==> src/rtl/pipe_defs.sv <==
// Shared encodings for the pipeline hazard/stall sequencer: PC redirect
// selects, ID operand forwarding selects, sequencer states and the two
// canonical control-strobe bundles used by the sequencer.
package pipe_defs;

  // PC source select
  localparam logic [1:0] PC_SEL_SEQ    = 2'd0;
  localparam logic [1:0] PC_SEL_BRANCH = 2'd1;
  localparam logic [1:0] PC_SEL_JUMP   = 2'd2;

  // ID operand source select
  localparam logic [1:0] FWD_REG = 2'd0;
  localparam logic [1:0] FWD_EX  = 2'd1;
  localparam logic [1:0] FWD_MEM = 2'd2;

  // Register 0 is hardwired and never takes part in hazards or forwarding
  localparam logic [4:0] REG_ZERO = 5'd0;

  typedef enum logic {
    ST_RUN   = 1'b0,
    ST_DWAIT = 1'b1
  } state_e;

  typedef struct packed {
    logic       pc_we;
    logic [1:0] pc_sel;
    logic       if_id_we;
    logic       id_ex_we;
    logic       ex_mem_we;
    logic       mem_wb_we;
    logic       if_id_flush;
    logic       id_ex_flush;
    logic       ex_mem_flush;
  } ctrl_t;

  // Whole pipeline frozen: nothing written, nothing flushed
  localparam ctrl_t CTRL_HOLD = '{
    pc_we: 1'b0, pc_sel: PC_SEL_SEQ, if_id_we: 1'b0, id_ex_we: 1'b0,
    ex_mem_we: 1'b0, mem_wb_we: 1'b0, if_id_flush: 1'b0,
    id_ex_flush: 1'b0, ex_mem_flush: 1'b0
  };

  // Pipeline advancing sequentially with no bubbles
  localparam ctrl_t CTRL_FLOW = '{
    pc_we: 1'b1, pc_sel: PC_SEL_SEQ, if_id_we: 1'b1, id_ex_we: 1'b1,
    ex_mem_we: 1'b1, mem_wb_we: 1'b1, if_id_flush: 1'b0,
    id_ex_flush: 1'b0, ex_mem_flush: 1'b0
  };

endpackage

==> src/rtl/fwd_select.sv <==
// Operand forwarding comparator for one ID-stage source register.
// The EX-stage result is newer than the EX/MEM one, so it wins.
module fwd_select
  import pipe_defs::*;
(
  input  logic [4:0] id_reg,
  input  logic [4:0] ex_reg_probe,
  input  logic       ex_write_probe,
  input  logic [4:0] mem_reg_addr,
  input  logic       mem_reg_write,
  output logic [1:0] fwd
);

  // Pick the newest in-flight producer of id_reg, ignoring register 0
  always_comb begin
    fwd = FWD_REG;
    if ((id_reg != REG_ZERO) && ex_write_probe && (ex_reg_probe == id_reg)) begin
      fwd = FWD_EX;
    end else if ((id_reg != REG_ZERO) && mem_reg_write && (mem_reg_addr == id_reg)) begin
      fwd = FWD_MEM;
    end else begin
      fwd = FWD_REG;
    end
  end

endmodule

==> src/rtl/pipeline_ctrl.sv <==
// Hazard and stall sequencer for the 5-stage pipeline. Produces per-stage
// register enables, bubble strobes, PC redirect select and ID forwarding
// selects; owns the data-memory wait state, its timeout flag and a count of
// cycles in which the PC was held.
module pipeline_ctrl
  import pipe_defs::*;
#(
  parameter int unsigned MAX_WAIT = 255,
  parameter int unsigned WAIT_W   = 16
) (
  input  logic        clk,
  input  logic        reset,
  input  logic [4:0]  id_reg_s,
  input  logic [4:0]  id_reg_t,
  input  logic        id_uses_s,
  input  logic        id_uses_t,
  input  logic [4:0]  ex_reg_probe,
  input  logic        ex_write_probe,
  input  logic        ex_mem_read,
  input  logic [4:0]  mem_reg_addr,
  input  logic        mem_reg_write,
  input  logic        mem_is_branch,
  input  logic        mem_alu_zero,
  input  logic        mem_is_jump,
  input  logic        mem_access,
  input  logic        dmem_ready,
  input  logic        imem_ready,
  output logic        pc_we,
  output logic [1:0]  pc_sel,
  output logic        if_id_we,
  output logic        id_ex_we,
  output logic        ex_mem_we,
  output logic        mem_wb_we,
  output logic        if_id_flush,
  output logic        id_ex_flush,
  output logic        ex_mem_flush,
  output logic [1:0]  fwd_s,
  output logic [1:0]  fwd_t,
  output logic [31:0] stall_count,
  output logic        timeout
);

  localparam logic [WAIT_W-1:0] WAIT_ZERO  = {WAIT_W{1'b0}};
  localparam logic [WAIT_W-1:0] WAIT_ONE   = {{(WAIT_W-1){1'b0}}, 1'b1};
  localparam logic [WAIT_W-1:0] WAIT_SAT   = {WAIT_W{1'b1}};
  localparam logic [WAIT_W-1:0] MAX_WAIT_C = WAIT_W'(MAX_WAIT);
  localparam logic [31:0]       STALL_SAT  = 32'hFFFF_FFFF;

  state_e            state_q, state_d;
  logic [WAIT_W-1:0] wait_cnt_q, wait_cnt_d;
  logic [31:0]       stall_count_q, stall_count_d;
  logic              timeout_q, timeout_d;

  ctrl_t             ctrl_s;
  ctrl_t             ctrl_out_s;
  logic [1:0]        fwd_s_raw, fwd_t_raw;

  logic freeze_s;
  logic redirect_s;
  logic load_use_s;

  assign freeze_s   = mem_access & ~dmem_ready;
  assign redirect_s = mem_is_jump | (mem_is_branch & mem_alu_zero);
  assign load_use_s = ex_mem_read & (ex_reg_probe != REG_ZERO) &
                      (((ex_reg_probe == id_reg_s) & id_uses_s) |
                       ((ex_reg_probe == id_reg_t) & id_uses_t));

  fwd_select u_fwd_rs (
    .id_reg         (id_reg_s),
    .ex_reg_probe   (ex_reg_probe),
    .ex_write_probe (ex_write_probe),
    .mem_reg_addr   (mem_reg_addr),
    .mem_reg_write  (mem_reg_write),
    .fwd            (fwd_s_raw)
  );

  fwd_select u_fwd_rt (
    .id_reg         (id_reg_t),
    .ex_reg_probe   (ex_reg_probe),
    .ex_write_probe (ex_write_probe),
    .mem_reg_addr   (mem_reg_addr),
    .mem_reg_write  (mem_reg_write),
    .fwd            (fwd_t_raw)
  );

  // Next-state and control strobes, hazards evaluated in priority order
  always_comb begin
    state_d    = state_q;
    wait_cnt_d = wait_cnt_q;
    timeout_d  = timeout_q;
    ctrl_s     = CTRL_HOLD;
    case (state_q)
      ST_RUN: begin
        if (freeze_s) begin
          ctrl_s     = CTRL_HOLD;
          state_d    = ST_DWAIT;
          wait_cnt_d = WAIT_ONE;
        end else if (redirect_s) begin
          ctrl_s              = CTRL_FLOW;
          ctrl_s.pc_sel       = mem_is_jump ? PC_SEL_JUMP : PC_SEL_BRANCH;
          ctrl_s.if_id_flush  = 1'b1;
          ctrl_s.id_ex_flush  = 1'b1;
          ctrl_s.ex_mem_flush = 1'b1;
        end else if (load_use_s) begin
          ctrl_s             = CTRL_FLOW;
          ctrl_s.pc_we       = 1'b0;
          ctrl_s.if_id_we    = 1'b0;
          ctrl_s.id_ex_flush = 1'b1;
        end else if (!imem_ready) begin
          ctrl_s             = CTRL_FLOW;
          ctrl_s.pc_we       = 1'b0;
          ctrl_s.if_id_flush = 1'b1;
        end else begin
          ctrl_s = CTRL_FLOW;
        end
      end
      ST_DWAIT: begin
        // The completing cycle still freezes; hazards are re-evaluated in RUN
        ctrl_s = CTRL_HOLD;
        if (dmem_ready) begin
          state_d    = ST_RUN;
          wait_cnt_d = WAIT_ZERO;
        end else begin
          if (wait_cnt_q != WAIT_SAT) begin
            wait_cnt_d = wait_cnt_q + WAIT_ONE;
          end else begin
            wait_cnt_d = wait_cnt_q;
          end
          if (wait_cnt_q >= MAX_WAIT_C) begin
            timeout_d = 1'b1;
          end else begin
            timeout_d = timeout_q;
          end
        end
      end
      default: begin
        ctrl_s     = CTRL_HOLD;
        state_d    = ST_RUN;
        wait_cnt_d = WAIT_ZERO;
      end
    endcase
  end

  // Reset forces every combinational control output to zero
  always_comb begin
    if (reset) begin
      ctrl_out_s = CTRL_HOLD;
      fwd_s      = FWD_REG;
      fwd_t      = FWD_REG;
    end else begin
      ctrl_out_s = ctrl_s;
      fwd_s      = fwd_s_raw;
      fwd_t      = fwd_t_raw;
    end
  end

  // Saturating count of cycles where the PC is held
  always_comb begin
    if (!ctrl_out_s.pc_we && (stall_count_q != STALL_SAT)) begin
      stall_count_d = stall_count_q + 32'd1;
    end else begin
      stall_count_d = stall_count_q;
    end
  end

  // State registers with synchronous reset
  always_ff @(posedge clk) begin
    if (reset) begin
      state_q       <= ST_RUN;
      wait_cnt_q    <= WAIT_ZERO;
      stall_count_q <= 32'd0;
      timeout_q     <= 1'b0;
    end else begin
      state_q       <= state_d;
      wait_cnt_q    <= wait_cnt_d;
      stall_count_q <= stall_count_d;
      timeout_q     <= timeout_d;
    end
  end

  assign pc_we        = ctrl_out_s.pc_we;
  assign pc_sel       = ctrl_out_s.pc_sel;
  assign if_id_we     = ctrl_out_s.if_id_we;
  assign id_ex_we     = ctrl_out_s.id_ex_we;
  assign ex_mem_we    = ctrl_out_s.ex_mem_we;
  assign mem_wb_we    = ctrl_out_s.mem_wb_we;
  assign if_id_flush  = ctrl_out_s.if_id_flush;
  assign id_ex_flush  = ctrl_out_s.id_ex_flush;
  assign ex_mem_flush = ctrl_out_s.ex_mem_flush;
  assign stall_count  = stall_count_q;
  assign timeout      = timeout_q;

endmodule

==> config.mk <==
export PLATFORM = sky130hd
export DESIGN_NAME = pipeline_ctrl
export DESIGN_NICKNAME = d
export VERILOG_FILES = /design/src/rtl/pipe_defs.sv /design/src/rtl/fwd_select.sv /design/src/rtl/pipeline_ctrl.sv
export SDC_FILE = /design/constraint.sdc
export NUM_CORES = 1
export LEC_CHECK = 0
export CAP_MARGIN = 25
export CORE_UTILIZATION = 49
export DETAILED_ROUTE_END_ITERATION = 10
export PLACE_DENSITY_LB_ADDON = 0.05
export SLEW_MARGIN = 5
export SYNTH_ARGS = -nofsm -noshare
export SYNTH_HDL_FRONTEND = slang
export SYNTH_SLANG_ARGS = --single-unit
==> constraint.sdc <==
create_clock -name clk -period 3 [get_ports clk]
set_clock_uncertainty 0.2 [all_clocks]
set_input_delay 0.3 -clock clk [delete_from_list [all_inputs] [get_ports clk]]
set_output_delay 0.3 -clock clk [all_outputs]
set_load 0.03 [all_outputs]
==> reports/metrics.yaml, run 1 <==
run_status: "complete, no violations"
cts_buffer_depth: 2
path_buf_inv: 2
route.detailed.vias_per_inst: 5.605
synth.cell_area_um2: 2964
net-switching-power_w: 0.0003708
grt.overflow.total: 0
synth-simple-area-share_pct: 33.81
most_common_cell_after_layout_fill_and_taps_aside: "sky130_fd_sc_hd__clkdlybuf4s50_1"
initialDrtViolationCount: 103
pin_count: 80
cap_viol_max_count: 0
detail-route-antenna-nets: 0
maxSlewViolCount: 0
ordered_cell_list_for_the_critical_path: "clkdlybuf4s50_1 > or4_1 > o21ai_1 > nor2_1 > o21a_2 > nor2_1 > buf_4"
global_route.usage.total_pct: 21.86
power.ir.vdd_worst_mv: 0.2070
share_seq_of_total_power_pct: 52.0
gp_routability_congestion: 0.8078
num_antenna_cells: 0
cts-htree-levels: 2
hold_path_class: "reg2reg"
clock_sink_count: 50
power.leakage_nw: 1.271
worstSetupEndpointType: "output port"
drt_drc_violations_left: 0
max_frequency_mhz: 398.4
die_h_um: 79.78
finish.utilization_pct: 67.72
startpoint_type: "primary input"
floorplan.die_area_um2: 6364
synth-adder-area-share_pct: 0.8442
post_cts.repair.setup_buffers: 0
ys_seq_area_share_pct: 33.77
crit_path_max_incr_delay_ps: 530
cp_slowest_cell: "sky130_fd_sc_hd__or4_1"
die_w_um: 79.78
tns_setup_ps: 0
detailedRoute.firstPassIterationCount: 4
place.detailed.hpwl_mm: 5.241
timing.final.crit_share_pct: 83.66
synth.lib_cells_used.distinct: 51
fraction_of_final_layout_cells_sized_beyond_drive_strength_1_pct: 11.24
area_growth_syn_to_layout_pct: 29.68
timing_worst_setup_path_type: "in2out"
worst_ep_required_time_ps: 2500
post_cts.resized_instances: 0
syn_area_per_cell_um2: 8.099
synth_async_sr_flop_share_pct: 0
grt_start_max_net_pins: 28
cts.root.buffer_cell: "sky130_fd_sc_hd__clkbuf_8"
synthesis.instances: 366
detail_route.wirelength_mm: 6.918
holdWs_ps: 289.6
route.detailed.wl_per_inst_um: 13.38
total_power_w: 0.001310
number_of_antenna_violations_at_the_first_check_in_global_routing: 0
finalHoldViolCount: 0
vias: 2898
power_report.internal_total_w: 0.0009393
placement.io_buffers: 79
core_area_um2: 5675
floorplan.rows: 27
cts.reportedPaths.clkPinSlew_ps: 100
wire_length_of_the_first_global_routing_pass_mm: 11.36
first_global_vias: 2614
register_bit_total_from_synthesis: 50
synth-edff-count: 0
period_needed_ps: 2510
unrepaired_setup_endpoints_after_global_routing: "no"
synthesis.nets: 401
swShare_pct: 28.31
cp_top_family: "simple AND/OR/NAND/NOR gates"
cts_hold_buffers: 0
clock_insertion_delay_worst_skew_ps: 310
synth.yosys.warnings: 0
cts_inserted_buffers: 5
crit_arrival_ps: 2010
share_comb_of_total_power_pct: 16.6
ys_dominant_reg_cell: "sky130_fd_sc_hd__dfxtp_1"
synth-xor-area-share_pct: 10.34
synth_compound_area_share_pct: 15.49
start_util_pct: 52.23
timing.critical_path.mode_cell: "sky130_fd_sc_hd__nor2_1"
power.clock.fraction_pct: 31.3
relSlewSlack_pct: 66.02
nets: 479
synth_top_family_by_area: "simple AND/OR/NAND/NOR gates"
layout_common_cells: "sky130_fd_sc_hd__clkdlybuf4s50_1, sky130_fd_sc_hd__dfxtp_1, sky130_fd_sc_hd__nor2_1, sky130_fd_sc_hd__a21oi_1, sky130_fd_sc_hd__nand2_1"
cellPowerDensity_nw_per_um2: 340.8
setup_violations: 0
yosys-mux-area-fraction_pct: 0.3377
crit_path_max_fanout: 4
worstMarginPinSlew_ps: 509.7
tritoncts_clock_tree: "yes"
## registers in the layout, summed over array words and instances (netlist names)
signal	cells
timeout	1
state_q	1
stall_count	32
wait_cnt_q	16
## final cells by class
| cell class | instances | area [µm²] |
|---|---|---|
| Clock buffer | 5 | 68.82 |
| Multi-Input combinational cell | 289 | 1803 |
| Clock inverter | 3 | 23.77 |
| Inverter | 11 | 41.29 |
| Fill cell | 514 | 1832 |
| Sequential cell | 50 | 1001 |
| Tap cell | 72 | 90.09 |
| Timing Repair Buffer | 87 | 815.8 |
## kinds of logic after synthesis
kind of cell / count (synthesis)
and+or+nand+nor: 174
DFF: 50
muxes: 1
buffers and inverters: 27
xor gates and xnor gates: 35
adders and majority gates: 2
AOI/OAI and AO/OA: 77
## path summary, 6_finish.rpt
path | endpoint | startpoint | cells after the start | slack [ps]
max | pc_we | ex_reg_probe[1] | 7 | 490
min | timeout | timeout | 2 | 290
max reg2reg | stall_count[26] | stall_count[0] | 6 | 540
min reg2reg | timeout | timeout | 2 | 290
## synth_stat cells (2+ instances only)
cell type / instances / share of area [%]
sky130_fd_sc_hd__nand2_1: 34 / 4.3
sky130_fd_sc_hd__nor4bb_1: 2 / 0.68
sky130_fd_sc_hd__a21oi_1: 35 / 5.9
sky130_fd_sc_hd__dfxtp_1: 50 / 34
sky130_fd_sc_hd__o21a_1: 3 / 0.76
sky130_fd_sc_hd__nor4_1: 3 / 0.63
sky130_fd_sc_hd__a2111oi_0: 2 / 0.59
sky130_fd_sc_hd__and4_1: 2 / 0.59
sky130_fd_sc_hd__xor2_1: 12 / 3.5
sky130_fd_sc_hd__clkbuf_1: 5 / 0.63
sky130_fd_sc_hd__nand4_1: 21 / 4.4
sky130_fd_sc_hd__ha_1: 2 / 0.84
sky130_fd_sc_hd__inv_1: 11 / 1.4
sky130_fd_sc_hd__or4_1: 10 / 2.5
sky130_fd_sc_hd__and3_4: 2 / 0.76
sky130_fd_sc_hd__or3_1: 12 / 2.5
sky130_fd_sc_hd__and3_1: 8 / 1.7
sky130_fd_sc_hd__and2_1: 3 / 0.63
sky130_fd_sc_hd__nor2_1: 36 / 4.6
sky130_fd_sc_hd__o31ai_1: 9 / 2.3
sky130_fd_sc_hd__buf_4: 2 / 0.51
sky130_fd_sc_hd__o21ai_1: 11 / 1.9
sky130_fd_sc_hd__buf_6: 5 / 1.9
sky130_fd_sc_hd__nor2b_1: 5 / 1.1
sky130_fd_sc_hd__or3_2: 2 / 0.51
sky130_fd_sc_hd__nor3_2: 2 / 0.68
sky130_fd_sc_hd__xnor2_1: 23 / 6.8
sky130_fd_sc_hd__buf_2: 3 / 0.51
sky130_fd_sc_hd__nor3_1: 4 / 0.68
sky130_fd_sc_hd__and3_2: 2 / 0.51
sky130_fd_sc_hd__nand3_1: 14 / 2.4
sky130_fd_sc_hd__o21ai_0: 11 / 1.9
sky130_fd_sc_hd__and4_4: 2 / 0.76
## tightest hold or removal path: cells and delay by family, from the launching register on
kind            cells  cell delay (ps)
simple gates        1               70
flops               1              350
compound gates      1               40
## power by group through the flow
| stage | logic, W | clock network [W] | registers [W] |
|---|---|---|---|
| finish | 0.000218 | 0.000411 | 0.000681 |
| floorplan | 0.000121 | 0 | 0.000703 |
| CTS | 0.000219 | 0.000422 | 0.000681 |
| detailed placement | 0.000219 | 0 | 0.000697 |
| global route | 0.000237 | 0.000444 | 0.000683 |
| global placement | 0.000216 | 0 | 0.000696 |
## metal layers
layer | GRT usage [%] | up-vias | wire length [µm]
li1 | - | 1477 | -
met1 | 27.13 | 1323 | 3198
met2 | 38.97 | 94 | 3304
met3 | 4.114 | 4 | 374
met4 | 4.643 | 0 | 40
met5 | 0 | - | 0
## per-stage QoR
step	area, µm²	instances	setup WS (ps)
after global routing	3844	517	302.4
after floorplan	2964	366	363.6
final	3844	517	490.2
after detailed placement	3751	509	295.5
after CTS	3844	517	491.2
after global placement	3751	509	339.5
No activity file was read; power rests on OpenSTA's default activity.
==> run 2: changes to the inputs <==
--- a/config.mk
+++ b/config.mk
@@ -6,7 +6,7 @@
 export NUM_CORES = 1
 export LEC_CHECK = 0
 export CAP_MARGIN = 25
-export CORE_UTILIZATION = 49
+export CORE_UTILIZATION = 44
 export DETAILED_ROUTE_END_ITERATION = 10
 export PLACE_DENSITY_LB_ADDON = 0.05
 export SLEW_MARGIN = 5
==> constraint.sdc (replaced) <==
create_clock -name clk -period 2.1 [get_ports clk]
set_clock_uncertainty 0.2 [all_clocks]
set_input_delay 0.21 -clock clk [delete_from_list [all_inputs] [get_ports clk]]
set_output_delay 0.21 -clock clk [all_outputs]
set_load 0.03 [all_outputs]
==> reports/metrics.yaml, run 2 (same netlist as run 1, synthesis figures left out) <==
power.leakage_nw: 1.851  # was 1.271 nW
cts.reportedPaths.clkPinSlew_ps: 110  # was 100 ps
global_route.usage.total_pct: 23.66  # was 21.86%
detail-route-antenna-nets: 0  # unchanged
cts-htree-levels: 2  # unchanged
setup_violations: 12  # was 0
place.detailed.hpwl_mm: 6.072  # was 5.241 mm
floorplan.rows: 29  # was 27
clock_insertion_delay_worst_skew_ps: 310  # about the same
layout.cells.non_filler: 610  # was 517
cap_viol_max_count: 0  # unchanged
most_common_cell_after_layout_fill_and_taps_aside: "sky130_fd_sc_hd__buf_4"  # was sky130_fd_sc_hd__clkdlybuf4s50_1
detailedRoute.firstPassIterationCount: 7  # was 4
pin_count: 80  # unchanged
number_of_antenna_violations_at_the_first_check_in_global_routing: 0  # unchanged
num_antenna_cells: 0  # unchanged
run_status: "finished with violations"  # was complete, no violations
unrepaired_setup_endpoints_after_global_routing: "yes"  # was no
cts_hold_buffers: 0  # unchanged
grt_start_max_net_pins: 28  # unchanged
period_needed_ps: 2162
cts_inserted_buffers: 5  # unchanged
timing_worst_setup_path_type: "reg2reg"  # was in2out
worstMarginPinSlew_ps: 374.8  # was 509.7 ps
die_h_um: 84.08  # was 79.78 µm
placed_cells: 585  # was 509
dp_slack_ps: -505.8  # was 295.5 ps
relSlewSlack_pct: 74.92  # was 66.02%
placement.io_buffers: 79  # unchanged
floorplan.die_area_um2: 7069  # was 6364 µm²
gp_routability_congestion: 0.8294  # was 0.8078
cts_buffer_depth: 2  # unchanged
core_area_um2: 6422  # was 5675 µm²
crit_arrival_ps: 2200  # was 2010 ps
largest_reg_flops: 32  # unchanged
initialDrtViolationCount: 110  # was 103
grt.overflow.total: 0  # unchanged
worstSetupEndpointType: "flip-flop"  # was output port
vias: 3269  # was 2898
max_frequency_mhz: 462.5
detail_route.wirelength_mm: 8.585  # was 6.918 mm
drt_drc_violations_left: 6  # was 0
crit_path_max_fanout: 8  # was 4
tritoncts_clock_tree: "yes"  # unchanged
nets: 567  # was 479
first_global_vias: 3113  # was 2614
fraction_of_final_layout_cells_sized_beyond_drive_strength_1_pct: 36.59  # was 11.24%
cts.root.buffer_cell: "sky130_fd_sc_hd__clkbuf_8"  # unchanged
cellPowerDensity_nw_per_um2: 433.1  # was 340.8 nW/µm²
worst_ep_required_time_ps: 2130  # was 2500 ps
layout_common_cells: "sky130_fd_sc_hd__buf_4, sky130_fd_sc_hd__clkdlybuf4s50_1, sky130_fd_sc_hd__nand2_1, sky130_fd_sc_hd__nor2_1, sky130_fd_sc_hd__dfxtp_1"  # was sky130_fd_sc_hd__clkdlybuf4s50_1, sky130_fd_sc_hd__dfxtp_1, sky130_fd_sc_hd__nor2_1, sky130_fd_sc_hd__a21oi_1, sky130_fd_sc_hd__nand2_1
power.ir.vdd_worst_mv: 0.2661  # was 0.2070 mV
maxSlewViolCount: 0  # unchanged
start_util_pct: 46.15  # was 52.23%
clock_sink_count: 50  # unchanged
route.detailed.vias_per_inst: 5.359  # was 5.605
total_power_w: 0.002106  # was 0.001310 W
route.detailed.wl_per_inst_um: 14.07  # was 13.38 µm
final_worst_setup_slack_ps: -62.28  # was 490.2 ps
holdWs_ps: 288.5  # was 289.6 ps
finalHoldViolCount: 0  # unchanged
finish.utilization_pct: 75.71  # was 67.72%
die_w_um: 84.08  # was 79.78 µm
startpoint_type: "flip-flop"  # was primary input
wire_length_of_the_first_global_routing_pass_mm: 13.72  # was 11.36 mm
timing.final.crit_share_pct: 103.0
hold_path_class: "reg2reg"  # unchanged
violations: "DRC, setup timing"
area_growth_syn_to_layout_pct: 64.04  # was 29.68%
run 2: changes by cell type in the layout (fill, tap and decap cells not counted), sizes merged:
cell / delta
buf: +89
clkinvlp: -2
clkdlybuf4s50: -15
clkinv: +1
dlygate4sd2: +11
clkbuf: +3
bufinv: +1
run 2: per-layer routing:
layer	vias to the layer above	wire length, µm	track usage, %
met5	-	0	0
met4	0	52	7.210
met3	6	295	4.055
met2	91	4409	43.59
met1	1509	3828	27.73
li1	1663	-	-
run 2: layout make-up:
type                    instances  area, µm²
flip-flops and latches         50       1046
multi-input cells             289       2042
well taps                      77      96.34
clock inverters                 3      42.54
clock buffers                   5      68.82
repair buffers                175       1525
fillers                       464       1560
inverters                      11      41.29
run 2: worst paths after layout:
path / startpoint / end / slack [ps] / cells past startpoint
worst max-delay path: stall_count[15] / stall_count[30] / -60 / 8
worst min-delay path: stall_count[10] / stall_count[10] / 290 / 2
worst max register to register: stall_count[15] / stall_count[30] / -60 / 8
worst min register to register: stall_count[10] / stall_count[10] / 290 / 2
run 2: stage by stage:
stage | setup TNS [ps] | instance area, µm²
floorplan | -420.7 | 3039
global placement | -15030 | 4383
detailed placement | -15670 | 4383
CTS | -90.21 | 4728
global route | -2070 | 4862
finish | -280.3 | 4862
run 2: worst max-delay path: stages, from the launching register on:
cell,delay (ps)
sky130_fd_sc_hd__dfxtp_4,350
sky130_fd_sc_hd__and3_4,170
sky130_fd_sc_hd__and3_4,180
sky130_fd_sc_hd__and3_4,180
sky130_fd_sc_hd__nand4_4,100
sky130_fd_sc_hd__o21ai_4,130
sky130_fd_sc_hd__buf_12,170
sky130_fd_sc_hd__or4_1,470
sky130_fd_sc_hd__a21oi_1,140
run 2: power breakdown:
| group | leakage, nW | switching [W] | internal, W |
|---|---|---|---|
| Sequential | 0.415 | 0.00000788 | 0.000950 |
| Combinational | 1.38 | 0.000222 | 0.000226 |
| Clock | 0.0562 | 0.000344 | 0.000356 |
| Total | 1.85 | 0.000574 | 0.00153 |
run 2: timing repair:
action                     in CTS  in global routing
cloned                          1                  1
setup endpoints to repair      41                 37
resized for setup              55                 25
pin swaps                      25                 20
setup buffers                   8                  8
==> run 3: changes to the inputs <==
--- a/config.mk
+++ b/config.mk
@@ -8,8 +8,9 @@
 export CAP_MARGIN = 25
 export CORE_UTILIZATION = 44
 export DETAILED_ROUTE_END_ITERATION = 10
+export HOLD_SLACK_MARGIN = 0.08
 export PLACE_DENSITY_LB_ADDON = 0.05
-export SLEW_MARGIN = 5
+export SLEW_MARGIN = 20
 export SYNTH_ARGS = -nofsm -noshare
 export SYNTH_HDL_FRONTEND = slang
 export SYNTH_SLANG_ARGS = --single-unit
==> results of run 3 <==
Final layout, timing and power as in run 2 (identical DEF).
